$ cat src/rtl/inert_spi_resp.sv
// SPI responder standing in for the inertial sensor: 16-bit frames, small register file, data-ready INT.
// Define INERT_AUTO_INC_EN to let a held-low SS_n continue into auto-incrementing burst bytes.
module inert_spi_resp #(
    parameter logic [7:0] WHO_AM_I_VAL = 8'h6A,
    parameter logic [7:0] INT_CFG_RST  = 8'h00
) (
    input  logic        clk,
    input  logic        rst_n,
    input  logic        SS_n,
    input  logic        SCLK,
    input  logic        MOSI,
    output logic        MISO,
    output logic        INT,
    input  logic [15:0] roll_rt,
    input  logic [15:0] yaw_rt,
    input  logic [15:0] ay,
    input  logic [15:0] az,
    input  logic        smpl_vld
);

`ifdef INERT_AUTO_INC_EN
    localparam bit AUTO_INC = 1'b1;
`else
    localparam bit AUTO_INC = 1'b0;
`endif

    typedef enum logic [1:0] {IDLE, CMD, DATA, DONE} state_t;

    state_t      state, state_nxt;
    logic        ss_p1, ss_p2, sclk_p1, sclk_p2, sclk_p3, mosi_p1, mosi_p2;
    logic        sclk_rise, sclk_fall, ss_rise;
    logic        cmd_end, byte_end, wr_evt, rw_now;
    logic [4:0]  cnt;
    logic [6:0]  rx;
    logic [7:0]  cmd_byte;
    logic        rw;
    logic [6:0]  addr, rd_addr;
    logic [7:0]  rd_val;
    logic [7:0]  tx;
    logic        skip;
    logic [7:0]  int_cfg, cfg1, cfg2;
    logic [15:0] snap_roll, snap_yaw, snap_ay, snap_az;
    logic [15:0] pend_roll, pend_yaw, pend_ay, pend_az;
    logic        pend_vld, snap_upd, int_q, int_set, int_clr;

    // Input synchronisers; the extra SCLK flop gives the edge detector its history
    always_ff @(posedge clk or negedge rst_n) begin
        if (!rst_n) begin
            ss_p1   <= 1'b1;
            ss_p2   <= 1'b1;
            sclk_p1 <= 1'b1;
            sclk_p2 <= 1'b1;
            sclk_p3 <= 1'b1;
            mosi_p1 <= 1'b0;
            mosi_p2 <= 1'b0;
        end else begin
            ss_p1   <= SS_n;
            ss_p2   <= ss_p1;
            sclk_p1 <= SCLK;
            sclk_p2 <= sclk_p1;
            sclk_p3 <= sclk_p2;
            mosi_p1 <= MOSI;
            mosi_p2 <= mosi_p1;
        end
    end

    assign sclk_rise = !ss_p2 && sclk_p2 && !sclk_p3;
    assign sclk_fall = !ss_p2 && !sclk_p2 && sclk_p3;
    assign ss_rise   = ss_p2 && (state != IDLE);
    assign cmd_byte  = {rx, mosi_p2};
    assign cmd_end   = sclk_rise && (state == CMD) && (cnt == 5'd7);
    assign byte_end  = sclk_rise && (state == DATA) && (cnt == 5'd15);
    assign wr_evt    = byte_end && !rw;
    assign rw_now    = cmd_end ? cmd_byte[7] : rw;
    assign rd_addr   = cmd_end ? cmd_byte[6:0] : addr + 7'd1;

    always_comb begin
        rd_val = 8'h00;
        case (rd_addr)
            7'h0D: rd_val = int_cfg;
            7'h0F: rd_val = WHO_AM_I_VAL;
            7'h10: rd_val = cfg1;
            7'h11: rd_val = cfg2;
            7'h24: rd_val = snap_roll[7:0];
            7'h25: rd_val = snap_roll[15:8];
            7'h26: rd_val = snap_yaw[7:0];
            7'h27: rd_val = snap_yaw[15:8];
            7'h2A: rd_val = snap_ay[7:0];
            7'h2B: rd_val = snap_ay[15:8];
            7'h2C: rd_val = snap_az[7:0];
            7'h2D: rd_val = snap_az[15:8];
            default: rd_val = 8'h00;
        endcase
    end

    always_ff @(posedge clk or negedge rst_n) begin
        if (!rst_n) state <= IDLE;
        else        state <= state_nxt;
    end

    always_comb begin
        state_nxt = state;
        if (ss_p2) begin
            state_nxt = IDLE;
        end else begin
            case (state)
                IDLE:    state_nxt = CMD;
                CMD:     if (cmd_end) state_nxt = DATA;
                DATA:    if (byte_end) state_nxt = AUTO_INC ? DATA : DONE;
                default: state_nxt = state;
            endcase
        end
    end

    // Frame datapath: bit count, command latch and the outgoing byte
    always_ff @(posedge clk or negedge rst_n) begin
        if (!rst_n) begin
            cnt  <= 5'd0;
            rx   <= 7'd0;
            rw   <= 1'b0;
            addr <= 7'd0;
            tx   <= 8'h00;
            skip <= 1'b0;
        end else begin
            if (ss_p2)
                cnt <= 5'd0;
            else if (byte_end && AUTO_INC)
                cnt <= 5'd8;
            else if (sclk_rise && cnt != 5'd16)
                cnt <= cnt + 5'd1;

            if (sclk_rise) rx <= {rx[5:0], mosi_p2};

            if (cmd_end) begin
                rw   <= cmd_byte[7];
                addr <= cmd_byte[6:0];
            end else if (byte_end && AUTO_INC) begin
                addr <= addr + 7'd1;
            end

            // The fall right after a byte load leaves tx alone so its MSB is seen first
            if (cmd_end || (byte_end && AUTO_INC)) begin
                tx   <= rw_now ? rd_val : 8'h00;
                skip <= 1'b1;
            end else if (sclk_fall && state == DATA) begin
                if (skip) skip <= 1'b0;
                else      tx   <= {tx[6:0], 1'b0};
            end
        end
    end

    always_ff @(posedge clk or negedge rst_n) begin
        if (!rst_n) begin
            int_cfg <= INT_CFG_RST;
            cfg1    <= 8'h00;
            cfg2    <= 8'h00;
        end else if (wr_evt) begin
            case (addr)
                7'h0D:   int_cfg <= cmd_byte;
                7'h10:   cfg1    <= cmd_byte;
                7'h11:   cfg2    <= cmd_byte;
                default: ;
            endcase
        end
    end

    // Samples arriving mid-frame wait in the pending buffer until SS_n releases
    always_ff @(posedge clk or negedge rst_n) begin
        if (!rst_n) begin
            snap_roll <= 16'h0; snap_yaw <= 16'h0; snap_ay <= 16'h0; snap_az <= 16'h0;
            pend_roll <= 16'h0; pend_yaw <= 16'h0; pend_ay <= 16'h0; pend_az <= 16'h0;
            pend_vld  <= 1'b0;
            snap_upd  <= 1'b0;
        end else begin
            snap_upd <= (smpl_vld && ss_p2) || (ss_rise && pend_vld);
            if (smpl_vld && ss_p2) begin
                snap_roll <= roll_rt; snap_yaw <= yaw_rt; snap_ay <= ay; snap_az <= az;
            end else if (ss_rise && pend_vld) begin
                snap_roll <= pend_roll; snap_yaw <= pend_yaw; snap_ay <= pend_ay; snap_az <= pend_az;
            end
            if (smpl_vld && !ss_p2) begin
                pend_roll <= roll_rt; pend_yaw <= yaw_rt; pend_ay <= ay; pend_az <= az;
                pend_vld  <= 1'b1;
            end else if (ss_p2) begin
                pend_vld <= 1'b0;
            end
        end
    end

    assign int_set = snap_upd && int_cfg[1];
    assign int_clr = byte_end && (rw ? (addr == 7'h2D) : (addr == 7'h0D && !cmd_byte[1]));

    always_ff @(posedge clk or negedge rst_n) begin
        if (!rst_n)       int_q <= 1'b0;
        else if (int_set) int_q <= 1'b1;
        else if (int_clr) int_q <= 1'b0;
    end

    assign INT  = int_q;
    assign MISO = (state == DATA) && tx[7];

endmodule
$ cat config.mk
export PLATFORM = sky130hd
export DESIGN_NAME = inert_spi_resp
export DESIGN_NICKNAME = d
export VERILOG_FILES = /design/src/rtl/inert_spi_resp.sv
export SDC_FILE = /design/constraint.sdc
export NUM_CORES = 1
export LEC_CHECK = 0
export CORE_MARGIN = 5
export CORE_UTILIZATION = 60
export CTS_BUF_LIST = sky130_fd_sc_hd__clkbuf_8 sky130_fd_sc_hd__clkbuf_16
export DETAILED_ROUTE_END_ITERATION = 12
export PLACE_DENSITY = 0.82
export SLEW_MARGIN = 40
export SYNTH_ARGS = -nofsm -noshare
export SYNTH_HDL_FRONTEND = slang
export SYNTH_SLANG_ARGS = --single-unit
$ cat constraint.sdc
create_clock -name clk -period 4.8 [get_ports clk]
set_input_delay 0.96 -clock clk [delete_from_list [all_inputs] [get_ports clk]]
set_output_delay 0.96 -clock clk [all_outputs]
set_load 0.01 [all_outputs]
==> out/results.ini, run 1 <==
[detailed_routing]
via_per_inst = 6.30
top_layer_used = met4
num_vias = 7134
post-route-drc-count = 0
drt_pass1_iterations = 6
wl_met3_mm = 1.58
drt-total-wl_mm = 23.6
wl_met2_mm = 11.4
route.antenna.remaining_nets = 0
routedLengthMet1_mm = 9.66
drt-initial-drc-count = 825
drt-wirelength-per-cell_um = 20.8

[power]
swShare = 0.286
p_switching_uw = 1220
p_seq_frac = 0.513
pwr-share-comb = 0.139
pwr-share-clk = 0.348
vdd_drop_max_mv = 0.247
leakagePower_uw = 0.00502
p_int_uw = 3050
power_density_nw_per_um2 = 387

[place]
globalplace.congestion = 1.08
dp.cells = 1100
io_buffers = 71
dp_hpwl_mm = 16.3

[clocking]
post_cts_buffers = 0
cts.sinks = 193
cts.reportedPaths.clkPinSlew_ns = 0.07
cts_hold_buf = 0
clock_latency_ns = 0.43
cts_root_buf = clkbuf_16
cts_resized = 0
cts_tree = built
htreeDepth = 4
cts_buffer_depth = 2
cts_made_buffers = 17

[final_layout]
n_antenna_cell = 0
fillers = 1083
finalNonFillerCells = 1132
utilization = 0.702
fin_nets = 982
regArea_um2 = 4840
drive_above_1_share = 0.182
syn_to_final_growth_pct = 15.7
multiInputGateArea_um2 = 4410

[floorplan]
core-area_um2 = 15700
fp.dieArea_um2 = 18500
num_io_pins = 72
initial_core_util = 0.606
core.rowCount = 46
die_w_um = 136
dieHeight_um = 136

[sta]
rsz0062_at_grt = false
slew_headroom = 0.398
hold_viol = 0
fmax_ghz = 0.306
finalSetupViolCount = 0
slew_violations = 0
tns_ns = 0
layout_min_cycle_time_ns = 3.27
period_share = 0.681
skew_ns = 0.0100
worstMarginPinSlew_ns = 0.893
hold_ws_ns = 0.345

[synthesis]
ys_warn_count = 0
synth_cells = 861
synth_area_um2 = 9530
synth_top_area_frac = 0.494
synth_seq_cells = 193
yosys-top-cells-area = dfrtp_1 49%, mux2_2 11%, mux2i_1 7.1%
ys.flop_type = dfrtp_1
synth-seq-area-share = 0.508
synth_enable_flop_cells = 0
syn_avg_cell_area_um2 = 11.1
yosysTopAreaCell = dfrtp_1
async_reset_ff_frac = 1.00
synthesis.nets = 940
synth_cell_type_count = 82

[flow_run]
cap_violations = 0

[worst_setup_path]
worst-r2r-cell-count = 9
worstPathCellList = inv_1 -> ha_1 -> and4bb_2 -> nand2_2 -> o211ai_1 -> and3_1 -> a22o_1 -> a221o_1 -> o32a_1
critPathMaxFanout = 33
slowest_stage = nand2_2
worst_setup_path_end_kind = register
max_stage_delay_ns = 0.50
critPathKind = register to register
cp_data_required_time_ns = 5.10
cp.arrival_ns = 3.57
start_kind = register

[global_route]
grt_max_degree = 128
grt_overflow = 0
first_global_vias = 6965
antenna_found_initial = 0
grt_usage = 0.263
grt_pass1_wl_mm = 37.9

[worst_hold_path]
hold-path-cell-count = 0
holdCritPathClass = register to register

[run_status]
status = completed

flip-flops by register name (all words and copies together) (netlist names), 2 cells and up:
name       cells
pend_ay       16
pend_az       16
pend_roll     16
pend_yaw      16
snap_ay       16
snap_az       16
snap_roll     16
snap_yaw      16
cfg1           8
cfg2           8
int_cfg        8
tx             8
addr           7
rx             7
cnt            5
state          2
routing by layer:
metal  GRT usage  up-vias
li1            -     3205
met1       0.358     3544
met2       0.414      307
met3      0.0500       78
met4       0.113        0
met5           0        -
power by group through the flow:
stage          clock network, µW  registers, µW  logic (µW)
6_report                    1490           2190         593
5_1_grt                     1570           2200         667
4_1_cts                     1500           2170         600
3_5_place_dp                   0           2200         589
3_3_place_gp                   0           2190         559
2_1_floorplan                  0           2020         447
metrics by stage:
stage / cell area, µm² / setup WS, ns / power [µW]
2_1_floorplan: 9530 / 2.35 / 2470
3_3_place_gp: 10400 / 1.75 / 2750
3_5_place_dp: 10400 / 1.68 / 2790
4_1_cts: 11000 / 1.63 / 4270
5_1_grt: 11000 / 1.42 / 4440
6_report: 11000 / 1.53 / 4270
layout by cell type, fill, tap and decap left out, types with 4 or more instances in the layout:
cell / count
a211oi_1: 5
nor2b_1: 6
nor3_1: 8
and2_1: 5
o31ai_1: 5
inv_1: 13
o21ai_0: 77
ha_1: 9
a22o_1: 9
clkdlybuf4s50_1: 70
dfrtp_1: 188
a32oi_1: 4
nand2_1: 123
o21a_1: 4
and3_1: 9
dfstp_2: 5
o211ai_1: 7
nand3b_1: 4
inv_6: 4
mux2_2: 93
nor2_1: 27
mux2i_1: 68
a221oi_1: 8
clkbuf_16: 18
nand3_1: 9
a22oi_1: 13
o211a_1: 4
a21oi_1: 16
nand2b_1: 5
critical path: cells and delay by family (launching register included):
family	cells	cell delay, ns
AO/OA/AOI/OAI	4	1.20
adder cells (fa/ha/maj)	1	0.27
buffers and inverters	1	0.08
flip-flops	1	0.39
AND/OR/NAND/NOR	3	1.19
worst paths after layout:
kind / startpoint / to / slack [ns]
max in group asynchronous: rst_n / cfg2[0] / 3.43
worst min register to register: mosi_p1 / mosi_p2 / 0.35
worst max register to register: state[1] / tx[3] / 1.53
worst min-delay path: mosi_p1 / mosi_p2 / 0.35
worst max-delay path: state[1] / tx[3] / 1.53
min in group asynchronous: rst_n / pend_roll[0] / 0.51
synth_stat cells (all sizes together) (7+ instances only):
cell	number
a22o	9
nand3	10
mux2	93
nand2	125
and3	10
o21ai	82
mux2i	68
ha	9
o211ai	8
nor2	28
o31ai	7
clkbuf	39
a221oi	8
nor3	9
nor2b	7
buf	17
inv	13
a22oi	13
dfrtp	188
a21oi	16
logic make-up (layout without fill, tap and decap cells):
| kind of cell | Yosys count | count (layout) | synth area share |
|---|---|---|---|
| fa+ha+maj | 9 | 9 | 0.0118 |
| mux | 161 | 161 | 0.181 |
| xor+xnor | 4 | 4 | 0.00368 |
| buf+inv | 69 | 124 | 0.0319 |
| compound gates | 193 | 193 | 0.140 |
| simple gates | 232 | 232 | 0.123 |
| flops | 193 | 193 | 0.508 |
area by class of cell:
cell class,count,share of cell area
timing repair buffer,79,0.0757
multi-input combinational,599,0.400
tap,216,0.0245
sequential,193,0.439
clock inverter,13,0.0154
clock buffer,19,0.0411
inverter,13,0.00443
Power figures use the tool's default switching activity.
==> run 2, diff against run 1 <==
--- a/config.mk
+++ b/config.mk
@@ -6,10 +6,10 @@
 export NUM_CORES = 1
 export LEC_CHECK = 0
 export CORE_MARGIN = 5
-export CORE_UTILIZATION = 60
+export CORE_UTILIZATION = 53
 export CTS_BUF_LIST = sky130_fd_sc_hd__clkbuf_8 sky130_fd_sc_hd__clkbuf_16
 export DETAILED_ROUTE_END_ITERATION = 12
-export PLACE_DENSITY = 0.82
+export PLACE_DENSITY = 0.76
 export SLEW_MARGIN = 40
 export SYNTH_ARGS = -nofsm -noshare
 export SYNTH_HDL_FRONTEND = slang
==> constraint.sdc (replaced) <==
create_clock -name clk -period 2.8 [get_ports clk]
set_input_delay 0.56 -clock clk [delete_from_list [all_inputs] [get_ports clk]]
set_output_delay 0.56 -clock clk [all_outputs]
set_load 0.01 [all_outputs]
==> out/results.ini, run 2 (synthesis results as in run 1) <==
[place]
io_buffers = 71
globalplace.congestion = 0.970
dp_hpwl_mm = 17.8
dp.cells = 1150
post_dp_cell_area_um2 = 10700
post-place-ws_ns = 0.0137

[floorplan]
fp.dieArea_um2 = 20800
core-area_um2 = 17800
die_w_um = 144
initial_core_util = 0.534
core.rowCount = 49
num_io_pins = 72
dieHeight_um = 144

[detailed_routing]
drt_pass1_iterations = 5
drt-initial-drc-count = 557
post-route-drc-count = 0
drt-total-wl_mm = 24.1
drt-wirelength-per-cell_um = 20.4
via_per_inst = 5.99
route.antenna.remaining_nets = 0
num_vias = 7082

[worst_setup_path]
worstPathCellList = inv_1 -> ha_2 -> and4bb_2 -> a21o_2 -> buf_4 -> o31ai_1 -> and3_4 -> buf_4 -> a222oi_1 -> a31oi_1
rr_startpoint = state[1]
critPathKind = register to register
critPathMaxFanout = 6
cp.arrival_ns = 3.01
max_stage_delay_ns = 0.63
slowest_stage = a222oi_1
crit_path_start = state[1]
start_kind = register
worst_path_most_repeated_cell = buf_4
worst_setup_path_end_kind = register
cp_data_required_time_ns = 3.08

[power]
leakagePower_uw = 0.00520
vdd_drop_max_mv = 0.429
power_density_nw_per_um2 = 631

[final_layout]
finalNonFillerCells = 1183
drive_above_1_share = 0.221
n_antenna_cell = 0
layout_common_cells = 187 x dfrtp_1, 123 x nand2_1, 93 x mux2_2
fin_area_um2 = 11300
regArea_um2 = 4840
syn_to_final_growth_pct = 19.1
fin_nets = 1020
multiInputGateArea_um2 = 4440
final_common_cell = dfrtp_1
fillers = 1414

[clocking]
clock_latency_ns = 0.43
cts.sinks = 193
cts_made_buffers = 17
cts_hold_buf = 0
htreeDepth = 4
cts_root_buf = clkbuf_16
cts_buffer_depth = 2
cts_tree = built
cts.reportedPaths.clkPinSlew_ns = 0.07

[sta]
worst_slack_ns = 0.0663
skew_ns = 0.0122
finalSetupViolCount = 0
rsz0062_at_grt = true
slew_violations = 0
layout_min_cycle_time_ns = 2.73
slew_headroom = 0.549
hold_viol = 0
fmax_ghz = 0.366
period_share = 0.976
worstMarginPinSlew_ns = 0.670

[global_route]
antenna_found_initial = 0
grt_max_degree = 130
grt_overflow = 0
grt_pass1_wl_mm = 39.1
first_global_vias = 7224
grt_usage = 0.244

[run_status]
status = completed

[worst_hold_path]
holdCritPathClass = input port to async pin

[flow_run]
cap_violations = 0

run 2: cell types whose count changed in the layout (fill, tap and decap cells not counted), moves of 2 or more:
cell and change:
buf_12 +4, ha_2 +3, ha_1 -3, buf_4 +36, and3_1 -2, inv_1 +3
run 2: final timing paths:
path | endpoint | slack (ns) | depth (start not counted)
worst max-delay path | tx[1] | 0.07 | 10
worst min-delay path | pend_yaw[3] | 0.14 | 1
worst max register to register | tx[1] | 0.07 | 10
worst min register to register | mosi_p2 | 0.35 | 0
max in group asynchronous | pend_ay[7] | 1.92 | 2
min in group clk | mosi_p2 | 0.35 | 0
run 2: what timing repair did:
item | CTS | global route
resized for setup | 0 | 10
setup buffers | 1 | 0
pin swaps | 1 | 2
setup endpoints to repair | 1 | 22
run 2: metal layers:
layer | up-vias | global-route usage | share of wire
li1 | 3279 | - | -
met1 | 3501 | 0.330 | 0.42
met2 | 246 | 0.392 | 0.49
met3 | 56 | 0.0440 | 0.057
met4 | 0 | 0.0986 | 0.033
met5 | - | 0 | 0
run 2: final cells by class:
type | count | share of cell area
Clock buffer | 18 | 0.0387
Clock inverter | 14 | 0.0124
Inverter | 13 | 0.00430
Multi-Input combinational cell | 599 | 0.392
Sequential cell | 193 | 0.426
Tap cell | 229 | 0.0253
Timing Repair Buffer | 117 | 0.101
run 2: worst max-delay path, delay by kind of cell, from the launching register on:
kind            cells  cell delay [ns]
compound gates      4             1.01
buf+inv             3             0.36
flops               1             0.42
simple gates        2             0.54
fa+ha+maj           1             0.25
run 2: where the power goes:
part / switching [µW] / internal (µW)
logic: 516 / 529
clock network: 1060 / 1340
registers: 475 / 3240
run 2: per-stage QoR:
step | utilization | setup TNS (ns) | power [µW] | hold WS [ns]
floorplan | - | 0 | 4230 | 0.264
global placement | 0.600 | 0 | 4750 | 0.335
detailed placement | 0.600 | 0 | 4790 | 0.340
CTS | 0.634 | 0 | 7200 | 0.159
global route | 0.636 | -0.781 | 7500 | 0.172
finish | 0.636 | 0 | 7160 | 0.139
